$ cat src/rtl/mux_arbiter4_if.sv
// Requester/resource handshake bundle for the 4-way round-robin mux arbiter.
// The master side is the requester/resource environment; the slave side is the arbiter.
interface mux_arbiter4_if;
    logic [3:0] req;
    logic       ack;
    logic [3:0] gnt;
    logic [1:0] sel;
    logic       valid;
    logic [3:0] done;
    logic       err;
    logic       busy;

    modport master (
        output req, ack,
        input  gnt, sel, valid, done, err, busy
    );

    modport slave (
        input  req, ack,
        output gnt, sel, valid, done, err, busy
    );
endinterface

$ cat src/rtl/mux_arbiter4.sv
// Round-robin arbiter driving a mux4 select: grants one requester per transaction,
// holds until ACK, drop-out or timeout, then rotates priority past the winner.
module mux_arbiter4 #(
    parameter int TIMEOUT = 15
) (
    input  logic              clk,
    input  logic              reset,
    mux_arbiter4_if.slave     bus
);
    localparam int CW = $clog2(TIMEOUT + 1);

    typedef enum logic [0:0] {
        IDLE  = 1'b0,
        GRANT = 1'b1
    } state_t;

    state_t          state_r, state_s;
    logic [1:0]      ptr_r, ptr_s;
    logic [CW-1:0]   cnt_r, cnt_s;
    logic [3:0]      gnt_r, gnt_s;
    logic [1:0]      sel_r, sel_s;
    logic            valid_r, valid_s;
    logic [3:0]      done_r, done_s;
    logic            err_r, err_s;
    logic            busy_r, busy_s;
    logic [1:0]      win_s;

    // First requester found scanning ptr, ptr+1, ... modulo 4.
    function automatic logic [1:0] rr_pick(input logic [3:0] req, input logic [1:0] ptr);
        logic [1:0] idx;
        logic       found;
        rr_pick = ptr;
        found   = 1'b0;
        for (int i = 0; i < 4; i++) begin
            idx = ptr + 2'(i);
            if (!found && req[idx]) begin
                rr_pick = idx;
                found   = 1'b1;
            end
        end
    endfunction

    function automatic logic [3:0] onehot4(input logic [1:0] idx);
        onehot4 = 4'b0001 << idx;
    endfunction

    // Next-state and next-output decode; sel_r doubles as the current winner in GRANT.
    always_comb begin
        state_s = state_r;
        ptr_s   = ptr_r;
        cnt_s   = cnt_r;
        gnt_s   = gnt_r;
        sel_s   = sel_r;
        done_s  = 4'b0000;
        err_s   = 1'b0;
        win_s   = rr_pick(bus.req, ptr_r);
        case (state_r)
            IDLE: begin
                if (|bus.req) begin
                    gnt_s   = onehot4(win_s);
                    sel_s   = win_s;
                    cnt_s   = '0;
                    state_s = GRANT;
                end else begin
                    gnt_s   = 4'b0000;
                end
            end
            GRANT: begin
                if (bus.ack) begin
                    done_s  = onehot4(sel_r);
                    gnt_s   = 4'b0000;
                    ptr_s   = sel_r + 2'd1;
                    state_s = IDLE;
                end else if (!bus.req[sel_r]) begin
                    gnt_s   = 4'b0000;
                    ptr_s   = sel_r + 2'd1;
                    state_s = IDLE;
                end else if (cnt_r == CW'(TIMEOUT - 1)) begin
                    err_s   = 1'b1;
                    gnt_s   = 4'b0000;
                    ptr_s   = sel_r + 2'd1;
                    state_s = IDLE;
                end else begin
                    cnt_s   = cnt_r + CW'(1);
                end
            end
            default: begin
                gnt_s   = 4'b0000;
                state_s = IDLE;
            end
        endcase
        valid_s = |gnt_s;
        busy_s  = (state_s == GRANT);
    end

    // State and registered outputs; reset drops any in-flight transaction silently.
    always_ff @(posedge clk) begin
        if (reset) begin
            state_r <= IDLE;
            ptr_r   <= 2'd0;
            cnt_r   <= '0;
            gnt_r   <= 4'b0000;
            sel_r   <= 2'b00;
            valid_r <= 1'b0;
            done_r  <= 4'b0000;
            err_r   <= 1'b0;
            busy_r  <= 1'b0;
        end else begin
            state_r <= state_s;
            ptr_r   <= ptr_s;
            cnt_r   <= cnt_s;
            gnt_r   <= gnt_s;
            sel_r   <= sel_s;
            valid_r <= valid_s;
            done_r  <= done_s;
            err_r   <= err_s;
            busy_r  <= busy_s;
        end
    end

    assign bus.gnt   = gnt_r;
    assign bus.sel   = sel_r;
    assign bus.valid = valid_r;
    assign bus.done  = done_r;
    assign bus.err   = err_r;
    assign bus.busy  = busy_r;
endmodule
$ cat src/flat_wrapper.sv
// flat-port wrapper written by rule: the top's interface ports become plain ports
module mux_arbiter4_flat 
#(
    parameter int TIMEOUT = 15
)
  (clk, reset, bus_req, bus_ack, bus_gnt, bus_sel, bus_valid, bus_done, bus_err, bus_busy);
  mux_arbiter4_if bus_i ();
  input  logic clk;
  input  logic reset;
  input wire logic [$bits(bus_i.req)-1:0] bus_req;
  input wire logic [$bits(bus_i.ack)-1:0] bus_ack;
  output wire logic [$bits(bus_i.gnt)-1:0] bus_gnt;
  output wire logic [$bits(bus_i.sel)-1:0] bus_sel;
  output wire logic [$bits(bus_i.valid)-1:0] bus_valid;
  output wire logic [$bits(bus_i.done)-1:0] bus_done;
  output wire logic [$bits(bus_i.err)-1:0] bus_err;
  output wire logic [$bits(bus_i.busy)-1:0] bus_busy;
  assign bus_i.req = bus_req;
  assign bus_i.ack = bus_ack;
  assign bus_gnt = bus_i.gnt;
  assign bus_sel = bus_i.sel;
  assign bus_valid = bus_i.valid;
  assign bus_done = bus_i.done;
  assign bus_err = bus_i.err;
  assign bus_busy = bus_i.busy;
  mux_arbiter4 #(.TIMEOUT(TIMEOUT)) u_core (.clk(clk), .reset(reset), .bus(bus_i));
endmodule
$ cat config.mk
export PLATFORM = sky130hd
export DESIGN_NAME = mux_arbiter4_flat
export DESIGN_NICKNAME = d
export VERILOG_FILES = /design/src/rtl/mux_arbiter4_if.sv /design/src/rtl/mux_arbiter4.sv /design/src/flat_wrapper.sv
export SDC_FILE = /design/constraint.sdc
export NUM_CORES = 1
export LEC_CHECK = 0
export ABC_AREA = 1
export CAP_MARGIN = 20
export CORE_UTILIZATION = 50
export CTS_CLUSTER_DIAMETER = 30
export DETAILED_ROUTE_END_ITERATION = 8
export PLACE_DENSITY_LB_ADDON = 0.08
export SYNTH_ARGS = -nofsm -noshare
export SYNTH_HDL_FRONTEND = slang
export SYNTH_SLANG_ARGS = --single-unit
$ cat constraint.sdc
create_clock -name clk -period 1.8 [get_ports clk]
set_clock_uncertainty 0.05 [all_clocks]
set_input_delay 0.36 -clock clk [delete_from_list [all_inputs] [get_ports clk]]
set_output_delay 0.36 -clock clk [all_outputs]
set_load 0.1 [all_outputs]
==> reports/qor.yml <==
outcome: "completed"
area_growth_pct: 54.56
synth_seq_area_share_pct: 32.58
syn-num-nets: 187
setup_ws_ps: 32.33
setup_violations: 0
rr_startpoint: "u_core.ptr_r[0]$_SDFFE_PP0P_"
h-tree-depth: 1
port_buffers: 19
syn_area_um2: 1167
ctsHoldBuffers: 0
initial_core_util_pct: 52.77
synth_top_family_by_area: "simple AND/OR/NAND/NOR gates"
row_count: 17
switchingPower_w: 0.0009184
insertion_delay_ps: 300
met3RoutedLength_um: 87
syn_inst: 178
clk_path_buf_depth: 2
coreArea_um2: 2212
slew_viol_final: 0
crit_required_ps: 1950
route.detailed.drc: 0
peakVddDrop_mv: 0.9383
leakage_nw: 0.8795
r2r_cells: 16
hold_path_class: "flip-flop to flip-flop"
die_x_um: 50.32
cts_buffers: 3
hold_depth: 1
fmax_mhz: 565.7
critPathLaunch: "u_core.ptr_r[0]$_SDFFE_PP0P_"
antenna_found_initial: 0
path_class: "flip-flop to flip-flop"
cts_tree: "done"
grt_overflow: 0
holdWs_ps: 420.5
grt_pass1_vias: 1098
wl_met2_mm: 1.700
cp_max_fo: 5
endpoint_kind: "flip-flop"
regToRegEndpoint: "u_core.bus.valid$_SDFF_PP0_"
min_from: "u_core.cnt_r[0]$_SDFFE_PP0P_"
p_sw_share_pct: 47.88
avgViaCountPerCell: 5.220
wire_per_inst_um: 13.08
drt_iter0_drc: 38
ys_seq_elements: 19
syn_avg_cell_area_um2: 6.558
dr_total_vias: 1279
cts_num_sinks: 19
dp_hpwl_mm: 2.097
grt_max_degree: 13
r2r_slack_ps: 30
io_pins: 20
synth_compound_area_share_pct: 8.896
die_h_um: 50.32
crit_arrival_ps: 1920
powerDensity_nw_per_um2: 1063
postRouteAntennaNets: 0
cts_root_buf: "clkbuf_4"
period_needed_ps: 1768
rsz0062_at_grt: "true"
track_usage_pct: 23.46
combinationalPowerShare_pct: 60.8
grt_pass1_wl_mm: 4.581
wl_met1_mm: 1.353
cp-start-kind: "flip-flop"
diodes: 0
max_slew_margin_pct: 71.98
synthSimpleGateAreaFrac_pct: 48.34
tightest_slew_ps: 416.5
synth.yosys.warnings: 0
cap_violations: 0
gp_congestion: 0.8897
period_share_pct: 98.20
fp.dieArea_um2: 2532
path_clk_slew_ps: 110
ys_types: 25
pwr-share-clk_pct: 11.2
dr.pass1.iters: 4
synthXorXnorAreaFrac_pct: 0
nNetsFinal: 227
drive_gt1_share_pct: 40.09
place_ws_ps: -433.6
fillCellCount: 147
synth_fa_ha_area_share_pct: 2.144
wl_mm: 3.205
finalHoldViolations: 0
p_seq_share_pct: 28.0
synthMuxAreaShare_pct: 0
p_int_w: 0.0009996
highest_layer: "met4"
hold_end: "u_core.cnt_r[0]$_SDFFE_PP0P_"
[layer usage]
| metal | GRT usage [%] | vias to the layer above |
|---|---|---|
| met3 | 3.636 | 9 |
| met4 | 6.944 | 0 |
| met2 | 42.00 | 32 |
| met1 | 28.60 | 590 |
| met5 | 0 | - |
| li1 | - | 648 |
[layout make-up]
| cell class | count | area, um^2 | area share, % |
|---|---|---|---|
| well taps | 28 | 35.03 | 1.942 |
| repair buffers | 38 | 465.4 | 25.80 |
| multi-input cells | 137 | 800.8 | 44.38 |
| clock buffers | 4 | 26.28 | 1.456 |
| inverters | 19 | 78.83 | 4.369 |
| flip-flops and latches | 19 | 397.9 | 22.05 |
[kinds of logic (layout without fill, tap and decap cells)]
group | count (synthesis) | in the layout
adder cells (fa/ha/maj) | 2 | 2
AND/OR/NAND/NOR | 116 | 116
flip-flops | 19 | 19
AO/OA/AOI/OAI | 19 | 19
buffers and inverters | 22 | 61
[power groups by stage]
stage,clock network [W],logic (W),registers (W)
after floorplan,0,0.000412,0.000787
after global placement,0,0.000971,0.000538
after detailed placement,0,0.000993,0.000538
after CTS,0.000217,0.00102,0.000533
after global routing,0.000238,0.00123,0.000545
final,0.000216,0.00117,0.000536
[state kept, by name (all words and copies together) (netlist names)]
register / flops
u_core.bus.busy: 1
u_core.bus.done: 4
u_core.bus.err: 1
u_core.bus.gnt: 4
u_core.bus.sel: 2
u_core.bus.valid: 1
u_core.cnt_r: 4
u_core.ptr_r: 2
[critical path, cell delays in order, from the launching register on]
cell	delay, ps
dfxtp_4	410
buf_6	150
nand2_4	50
nand2_1	70
nand2_1	70
nand2_2	130
inv_1	50
nand2_1	60
nand2_1	60
nand2_1	70
nand2_1	50
nand2_1	70
nand2_2	60
nand2_2	80
nand2_2	60
nor2_2	120
a21oi_2	50
[how the worst max path moves through the flow]
stage | endpoint | slack, ps | depth (start not counted)
final | u_core.bus.valid$_SDFF_PP0_ | 30 | 16
after global routing | u_core.bus.valid$_SDFF_PP0_ | -90 | 14
after CTS | u_core.bus.valid$_SDFF_PP0_ | 4 | 13
after detailed placement | u_core.bus.valid$_SDFF_PP0_ | -430 | 14
after global placement | u_core.bus.valid$_SDFF_PP0_ | -400 | 11
after floorplan | u_core.bus.valid$_SDFF_PP0_ | 60 | 10
[Yosys cell counts (all sizes together)]
master | number | share of area, %
inv | 19 | 6.1
nand2 | 77 | 29
clkbuf | 1 | 0.32
or2 | 1 | 0.54
o211ai | 1 | 0.64
a21oi | 11 | 5.0
buf | 2 | 1.6
nor4 | 2 | 1.1
nand3 | 18 | 8.6
nand4 | 1 | 0.54
o21ai | 6 | 2.6
nor2 | 13 | 6.9
nor3b | 1 | 0.64
o21a | 1 | 0.64
ha | 2 | 2.1
dfxtp | 19 | 33
nor3 | 3 | 1.3
[cells in the final DEF (no fill, tap or decap), types with 4 or more instances in the layout]
master	synthesis	layout
nand2_1	64	50
nand2_2	10	17
buf_4	1	17
inv_1	16	14
nand3_1	16	13
buf_12	0	13
dfxtp_1	19	13
nand2_4	3	9
a21oi_1	10	9
nor2_1	10	8
nand3_2	2	5
o21ai_0	6	5
dlygate4sd2_1	0	4
dfxtp_4	0	4
[per-stage QoR]
stage / area, um^2 / total power [W] / utilization [%] / TNS [ps] / cells
after CTS: 1648 / 0.001770 / 74.49 / 0 / 239
final: 1804 / 0.001918 / 81.56 / 0 / 245
after global routing: 1804 / 0.002013 / 81.56 / -262.6 / 245
after floorplan: 1176 / 0.001199 / - / 0 / 178
after detailed placement: 1592 / 0.001532 / 71.95 / -4107 / 233
after global placement: 1592 / 0.001509 / 71.95 / -3957 / 233
[timing repair]
| action | 4_1_cts | 5_1_grt |
|---|---|---|
| buffers inserted | 2 | 6 |
| pin swaps | 7 | 17 |
| setup endpoints to repair | 7 | 8 |
| gates resized for setup | 13 | 33 |
| cloned | 0 | 0 |
No activity file was read; power rests on OpenSTA's default activity.
